### src/rtl/fp_unpack.sv
// ============================================================================
// Module  : fp_unpack
// Purpose : Splits an IEEE-754 single word into sign, extended exponent,
//           normalized mantissa and class flag; subnormals shift 1 bit/cycle.
// Revision: 1.0 - initial release
// ============================================================================
`default_nettype none

module fp_unpack #(
    parameter int EW = 10
) (
    input  logic          clk,
    input  logic          rst_n,
    input  logic          in_valid,
    output logic          in_ready,
    input  logic [31:0]   a,
    output logic          out_valid,
    input  logic          out_ready,
    output logic          s,
    output logic [EW-1:0] e,
    output logic [23:0]   m,
    output logic [1:0]    flag,
    output logic          sub,
    output logic [4:0]    shamt
);

    typedef enum logic [1:0] {
        IDLE = 2'd0,
        NORM = 2'd1,
        DONE = 2'd2
    } state_t;

    localparam logic [7:0] EXP_MAX    = 8'hFF;
    localparam logic [1:0] FLAG_FIN   = 2'b00;
    localparam logic [1:0] FLAG_ZERO  = 2'b01;
    localparam logic [1:0] FLAG_INF   = 2'b10;
    localparam logic [1:0] FLAG_NAN   = 2'b11;

    state_t        state_q, state_d;
    logic          s_q, s_d;
    logic [EW-1:0] e_q, e_d;
    logic [23:0]   m_q, m_d;
    logic [1:0]    flag_q, flag_d;
    logic          sub_q, sub_d;
    logic [4:0]    shamt_q, shamt_d;

    logic [7:0]    exp_w;
    logic [22:0]   frac_w;
    logic [EW-1:0] exp_ext_w;

    assign exp_w     = a[30:23];
    assign frac_w    = a[22:0];
    assign exp_ext_w = {{(EW-8){1'b0}}, exp_w};

    always_comb begin
        state_d = state_q;
        s_d     = s_q;
        e_d     = e_q;
        m_d     = m_q;
        flag_d  = flag_q;
        sub_d   = sub_q;
        shamt_d = shamt_q;
        case (state_q)
            IDLE: begin
                if (in_valid) begin
                    s_d     = a[31];
                    sub_d   = 1'b0;
                    shamt_d = 5'd0;
                    state_d = DONE;
                    if (exp_w == EXP_MAX) begin
                        e_d    = exp_ext_w;
                        flag_d = (frac_w != 23'd0) ? FLAG_NAN : FLAG_INF;
                        m_d    = {1'b0, frac_w};
                    end else if (exp_w == 8'd0) begin
                        if (frac_w == 23'd0) begin
                            e_d    = '0;
                            flag_d = FLAG_ZERO;
                            m_d    = 24'd0;
                        end else begin
                            // Subnormal: start at the minimum normal exponent and shift up.
                            e_d     = EW'(1);
                            flag_d  = FLAG_FIN;
                            m_d     = {1'b0, frac_w};
                            sub_d   = 1'b1;
                            state_d = NORM;
                        end
                    end else begin
                        e_d    = exp_ext_w;
                        flag_d = FLAG_FIN;
                        m_d    = {1'b1, frac_w};
                    end
                end
            end
            NORM: begin
                m_d     = {m_q[22:0], 1'b0};
                e_d     = e_q - EW'(1);
                shamt_d = shamt_q + 5'd1;
                if (m_q[22]) begin
                    state_d = DONE;
                end
            end
            DONE: begin
                if (out_ready) begin
                    state_d = IDLE;
                end
            end
            default: state_d = IDLE;
        endcase
    end

    always_ff @(posedge clk) begin
        if (!rst_n) begin
            state_q <= IDLE;
            s_q     <= 1'b0;
            e_q     <= '0;
            m_q     <= 24'd0;
            flag_q  <= 2'b00;
            sub_q   <= 1'b0;
            shamt_q <= 5'd0;
        end else begin
            state_q <= state_d;
            s_q     <= s_d;
            e_q     <= e_d;
            m_q     <= m_d;
            flag_q  <= flag_d;
            sub_q   <= sub_d;
            shamt_q <= shamt_d;
        end
    end

    assign in_ready  = rst_n && (state_q == IDLE);
    assign out_valid = (state_q == DONE);
    assign s         = s_q;
    assign e         = e_q;
    assign m         = m_q;
    assign flag      = flag_q;
    assign sub       = sub_q;
    assign shamt     = shamt_q;

endmodule

`default_nettype wire

### config.mk
export PLATFORM = sky130hd
export DESIGN_NAME = fp_unpack
export DESIGN_NICKNAME = d
export VERILOG_FILES = /design/src/rtl/fp_unpack.sv
export SDC_FILE = /design/constraint.sdc
export NUM_CORES = 1
export LEC_CHECK = 0
export BUFFER_PORTS_ARGS = -buffer_cell sky130_fd_sc_hd__buf_4
export CAP_MARGIN = 20
export CORE_ASPECT_RATIO = 1.4
export CORE_MARGIN = 2
export CORE_UTILIZATION = 42
export DETAILED_ROUTE_END_ITERATION = 16
export GPL_ROUTABILITY_DRIVEN = 0
export GPL_TIMING_DRIVEN = 0
export MAX_ROUTING_LAYER = met4
export PLACE_DENSITY = 0.7
export SYNTH_ARGS = -nofsm -noshare
export SYNTH_HDL_FRONTEND = slang
export SYNTH_SLANG_ARGS = --single-unit
### constraint.sdc
create_clock -name clk -period 4.12 [get_ports clk]
set_clock_uncertainty 0.05 [all_clocks]
set_input_delay 0.824 -clock clk [delete_from_list [all_inputs] [get_ports clk]]
set_output_delay 0.824 -clock clk [all_outputs]
set_load 0.01 [all_outputs]
==> results.toml, run 1 <==
[run_status]
status = "finished, final reports clean"

[synth]
yosys.cell_types.count = 40
ys_async_sr_fraction_pct = 0
synthAdderAreaFrac_pct = 1.204
synth_warnings = 0
synth_nets = 301
synth_mux_area_share_pct = 0.9633
synthSimpleGateAreaFrac_pct = 26.73
synth_top_family_by_area = "simple AND/OR/NAND/NOR gates"
synth-edff-count = 0
yosysSeqAreaShare_pct = 43.35
synth_compound_area_share_pct = 23.12
postSynthCellCount = 263
netlist_area_sq_um = 2078
ys.flop_type = "dfxtp_1"
postSynthAreaPerCell_sq_um = 7.902
synth-seq-cells = 45
synth_xor_area_share_pct = 0

[placed_design]
dp_hpwl_mm = 4.545
port_buffers = 79
placed_area_sq_um = 2751
dp.cells = 406

[finish]
multi_input_area_sq_um = 1081
drive_above_1_share_pct = 28.37
syn_to_final_growth_pct = 36.54
design_area_sq_um = 2838
final_cells = 413
diodes = 0
final-seq-area_sq_um = 900.9
fillers = 487
nNetsFinal = 387

[setup_path]
regToRegStartpoint = "e[0]$_SDFFE_PN0P_"
crit_chain = "clkbuf_1 -> inv_1 -> clkbuf_1 -> nor3_1 -> buf_4"
cpMostUsedCell = "clkbuf_1"
worst-path-buf-inv = 4
r2r_slack_ns = 2.31
crit_type = "input port to output pin"
slowest_delay_ns = 0.34
arrival_ns = 2.01
rr_worst_depth = 6
crit_path_max_fanout = 10
startpoint_type = "input port"
cp-end-kind = "output pin"
regToRegEndpoint = "e[6]$_SDFFE_PN0P_"
cpLargestDelayFamily = "buffers and inverters"
worst-endpoint-required_ns = 3.25
slowest_stage = "clkbuf_1"

[global_route]
antenna_found_initial = 0
grt_pass1_wl_mm = 9.929
grt_usage_pct = 23.38
grt_max_degree = 13
overflow = 0
grt_pass1_vias = 2135

[floorplanning]
dieHeight_um = 87.23
die-area_sq_um = 5535
core.rowCount = 30
core_sq_um = 4805
die_w_um = 63.45
io_pins = 81
initial_utilization_pct = 43.26

[clocking]
cts_tree = "built"
h-tree-depth = 2
root_buffer = "clkbuf_8"
cts_resized = 0
clk_path_buf_depth = 2
hold_buffers = 0
clkLatencyLatePin_ns = 0.30
cts_buffers = 5
clkTransAtPathRegs_ns = 0.08
clock-sinks = 45
cts_setup_buffers = 0

[flow_run]
maxCapViolCount = 0

[hold_path]
hold_class = "flop to flop"
hold_start = "s$_SDFFE_PN0P_"
min_to = "s$_SDFFE_PN0P_"
holdPathStages = 2

[pwr]
p_leak_nw = 1.184
ir_worst_vdd_mv = 0.1982
powerDensity_nw_per_um2 = 340.2

[timing]
hold_violations = 0
final.setup.tns_ns = 0
relSlewSlack_pct = 61.46
fin_crit_ns = 2.881
setup_violations = 0
whs_ns = 0.4086
tightest_slew_ns = 0.5781
fmax_ghz = 0.3471
fin_crit_sh_pct = 69.93
drv_slew = 0
rsz0062_at_grt = "no"

[route]
via_count = 2262
via_per_inst = 5.477
wl_mm = 6.082
ant_nets = 0
first_pass_iters = 5
drc_errors = 0
route.detailed.wl_per_inst_um = 14.73
drtIter0Drc = 142
flip-flops by register name (all words and copies together), names as in the netlist:
name     cells
state_q      2
m           24
s            1
flag         2
sub          1
e           10
shamt        5
synth_stat cells (2+ instances only):
| library cell | count | area [sq um] |
|---|---|---|
| ha_1 | 2 | 25.02 |
| a21oi_1 | 17 | 85.08 |
| a22oi_1 | 2 | 15.01 |
| nor2b_1 | 3 | 18.77 |
| clkbuf_1 | 10 | 37.54 |
| o221ai_1 | 21 | 183.9 |
| o21ai_1 | 3 | 15.01 |
| nand4_1 | 3 | 18.77 |
| o32ai_1 | 2 | 17.52 |
| nor2_1 | 68 | 255.2 |
| nand3_1 | 3 | 15.01 |
| mux2i_1 | 2 | 20.02 |
| a31oi_1 | 2 | 12.51 |
| o21ai_0 | 7 | 35.03 |
| nor3_1 | 7 | 35.03 |
| nor4_1 | 6 | 37.54 |
| or4_1 | 2 | 15.01 |
| nand2b_1 | 2 | 12.51 |
| a311oi_1 | 4 | 35.03 |
| inv_1 | 4 | 15.01 |
| dfxtp_1 | 45 | 900.9 |
| o22ai_1 | 2 | 12.51 |
| buf_2 | 8 | 40.04 |
| nand2_1 | 21 | 78.83 |
| and2_1 | 2 | 12.51 |
cell families (layout without fill, tap and decap cells):
family / count (synthesis) / count (layout)
and+or+nand+nor: 124 / 124
AOI/OAI and AO/OA: 67 / 67
DFF: 45 / 45
buffers and inverters: 23 / 109
adders and majority gates: 2 / 2
muxes: 2 / 2
how the worst max path moves through the flow:
stage / startpoint / endpoint / slack (ns) / depth (start not counted)
floorplan: rst_n / in_ready / 1.64 / 4
global placement: rst_n / in_ready / 1.25 / 5
detailed placement: rst_n / in_ready / 1.22 / 5
CTS: rst_n / in_ready / 1.21 / 5
global route: rst_n / in_ready / 1.14 / 5
finish: rst_n / in_ready / 1.24 / 5
tightest hold or removal path, cell delays in order (launching register included):
cell     delay, ns
dfxtp_1       0.32
nand2_1       0.05
a21oi_1       0.05
area by class of cell:
class / count / share of cell area (%)
buffer: 19 / 2.866
clock buffer: 7 / 3.042
inverter: 4 / 0.5291
multi-input combinational: 195 / 38.10
sequential: 45 / 31.75
tap: 64 / 2.822
timing repair buffer: 79 / 20.90
routing by layer:
metal / up-vias / routed length, um / GRT usage [%]
met3: 6 / 333 / 3.752
met5: - / 0 / -
met1: 1065 / 2425 / 25.67
met4: 0 / 61 / 8.893
li1: 1118 / - / -
met2: 73 / 3261 / 42.20
layout by cell type (no fill, tap or decap), types with 2 or more instances in the layout:
| cell | n |
|---|---|
| o22ai_1 | 2 |
| buf_4 | 79 |
| a21oi_1 | 17 |
| nor4_1 | 6 |
| nor2_1 | 68 |
| a22oi_1 | 2 |
| mux2i_1 | 2 |
| a311oi_1 | 4 |
| and2_1 | 2 |
| o21ai_1 | 3 |
| nand2b_1 | 2 |
| o221ai_1 | 21 |
| o21ai_0 | 7 |
| buf_2 | 8 |
| clkbuf_1 | 11 |
| nor2b_1 | 3 |
| ha_1 | 2 |
| nor3_1 | 7 |
| or4_1 | 2 |
| nand3_1 | 3 |
| nand4_1 | 3 |
| nand2_1 | 21 |
| o32ai_1 | 2 |
| dfxtp_1 | 45 |
| a31oi_1 | 2 |
| clkbuf_8 | 6 |
| inv_1 | 4 |
per-stage QoR:
stage | power (mW) | utilization (%) | setup WS (ns)
4_1_cts | 0.9718 | 59.06 | 1.213
3_5_place_dp | 0.6981 | 57.27 | 1.224
5_1_grt | 1.010 | 59.06 | 1.137
2_1_floorplan | 0.5959 | - | 1.640
6_report | 0.9654 | 59.06 | 1.239
3_3_place_gp | 0.6957 | 57.27 | 1.252
where the power goes:
part / switching [mW] / internal (mW)
combinational: 0.101 / 0.0977
clock: 0.144 / 0.133
sequential: 0.0269 / 0.463
No activity file was read; power rests on OpenSTA's default activity.
==> run 2: changes to the inputs <==
--- a/config.mk
+++ b/config.mk
@@ -5,6 +5,7 @@
 export SDC_FILE = /design/constraint.sdc
 export NUM_CORES = 1
 export LEC_CHECK = 0
+export ABC_AREA = 1
 export BUFFER_PORTS_ARGS = -buffer_cell sky130_fd_sc_hd__buf_4
 export CAP_MARGIN = 20
 export CORE_ASPECT_RATIO = 1.4
==> constraint.sdc (replaced) <==
create_clock -name clk -period 2.8 [get_ports clk]
set_clock_uncertainty 0.05 [all_clocks]
set_input_delay 0.56 -clock clk [delete_from_list [all_inputs] [get_ports clk]]
set_output_delay 0.56 -clock clk [all_outputs]
set_load 0.01 [all_outputs]
==> results.toml, run 2 <==
[run_status]
status = "finished, final reports clean"

[clocking]
cts_setup_buffers = 0
clk_path_buf_depth = 2
clock-sinks = 45
h-tree-depth = 2
hold_buffers = 0
cts_resized = 0
clkLatencyLatePin_ns = 0.29
cts_tree = "built"
clkTransAtPathRegs_ns = 0.08
cts_buffers = 5
root_buffer = "clkbuf_8"

[synth]
synth-seq-cells = 45
synth-edff-count = 0
synth_area_leaders = "dfxtp_1 41%, nor2_1 14%, nand2_1 7.3%"
yosysSeqAreaShare_pct = 40.96
synth_warnings = 0
postSynthCellCount = 307
synth_common_cells = "81 x nor2_1, 45 x dfxtp_1, 43 x nand2_1, 23 x a21oi_1, 18 x o221ai_1"
netlist.top_cell.by_area = "dfxtp_1"
synth.most_common_cell = "nor2_1"
yosysTopAreaCellShare_pct = 40.96
synth_nets = 345
ys_async_sr_fraction_pct = 0
postSynthAreaPerCell_sq_um = 7.165
yosys.cell_types.count = 31
ys.flop_type = "dfxtp_1"
netlist_area_sq_um = 2200

[floorplanning]
core_sq_um = 5120
dieHeight_um = 89.63
io_pins = 81
initial_utilization_pct = 42.96
die_w_um = 65.16
core.rowCount = 31
die-area_sq_um = 5840

[flow_run]
maxCapViolCount = 0

[timing]
final.setup.tns_ns = 0
drv_slew = 0
hold_violations = 0
fmax_ghz = 0.4678
fin_crit_sh_pct = 76.34
fin_crit_ns = 2.137
relSlewSlack_pct = 60.24
tightest_slew_ns = 0.5964
setup_violations = 0
rsz0062_at_grt = "no"

[setup_path]
crit_path_max_fanout = 10
arrival_ns = 1.53
cp-end-kind = "output pin"
worst-endpoint-required_ns = 2.19
crit_type = "input port to output pin"
startpoint_type = "input port"

[route]
via_count = 2336
wl_mm = 6.039
ant_nets = 0
drc_errors = 0
drtIter0Drc = 154
first_pass_iters = 4
via_per_inst = 5.089
route.detailed.wl_per_inst_um = 13.16

[hold_path]
hold_class = "input port to flop"

[global_route]
grt_pass1_wl_mm = 9.777
grt_usage_pct = 22.10
overflow = 0
grt_pass1_vias = 2154
antenna_found_initial = 0
grt_max_degree = 13

[finish]
diodes = 0
multi_input_area_sq_um = 1124
syn_to_final_growth_pct = 34.64
fillers = 541
largest_reg_flops = 24
mostFrequentLayoutCells = "84 x buf_4, 81 x nor2_1, 45 x dfxtp_1"
final-seq-area_sq_um = 900.9
final_cells = 459
final_common_cell = "buf_4"
nNetsFinal = 431
drive_above_1_share_pct = 26.72

[placed_design]
dp_hpwl_mm = 4.621
port_buffers = 79
dp.cells = 452

[pwr]
p_leak_nw = 1.332
powerDensity_nw_per_um2 = 731.7
ir_worst_vdd_mv = 0.3965
run 2: path summary, 6_finish.rpt:
path	slack, ns	cells past startpoint	to	from
worst max-delay path	0.66	5	in_ready	rst_n
worst min-delay path	0.44	3	m[9]$_SDFFE_PN0P_	a[9]
worst max register to register	1.24	8	e[8]$_SDFFE_PN0P_	e[0]$_SDFFE_PN0P_
worst min register to register	0.44	2	shamt[3]$_SDFFE_PN0P_	shamt[3]$_SDFFE_PN0P_
run 2: metal layers:
layer	share of wire [%]	GRT usage (%)	vias up
met5	0	-	-
met4	0.96	5.682	0
met3	5.2	3.491	8
met2	52	40.26	63
met1	42	25.21	1051
li1	-	-	1214
run 2: kinds of logic after synthesis:
| group | synth area share (%) |
|---|---|
| and+or+nand+nor | 28.78 |
| AOI/OAI and AO/OA | 21.16 |
| DFF | 40.96 |
| buffers and inverters | 7.964 |
| adders and majority gates | 1.137 |
run 2: power breakdown:
| group | total, mW | switching [mW] | internal [mW] |
|---|---|---|---|
| Sequential | 0.877 | 0.108 | 0.769 |
| Combinational | 0.885 | 0.493 | 0.392 |
| Clock | 0.405 | 0.209 | 0.196 |
| Total | 2.17 | 0.810 | 1.36 |
run 2: layout make-up:
cell class,instances,share of cell area (%)
Buffer,16,3.253
Clock buffer,7,2.915
Inverter,21,2.662
Multi-Input combinational cell,225,37.94
Sequential cell,45,30.42
Tap cell,66,2.788
Timing Repair Buffer,79,20.03
run 2: worst max-delay path, stage by stage:
cell and delay (ns):
clkbuf_1 0.18, inv_1 0.11, clkbuf_1 0.39, nor2_1 0.12, buf_4 0.16
run 2: per-stage QoR:
step	setup slack, ns	power [mW]	util [%]	hold slack, ns	area (sq um)
2_1_floorplan	0.9883	1.400	-	0.4384	2200
3_3_place_gp	0.6427	1.767	56.16	0.4190	2875
3_5_place_dp	0.6644	1.778	56.16	0.4254	2875
4_1_cts	0.6635	2.177	57.84	0.4376	2962
5_1_grt	0.5879	2.319	57.84	0.4519	2962
6_report	0.6625	2.167	57.84	0.4432	2962
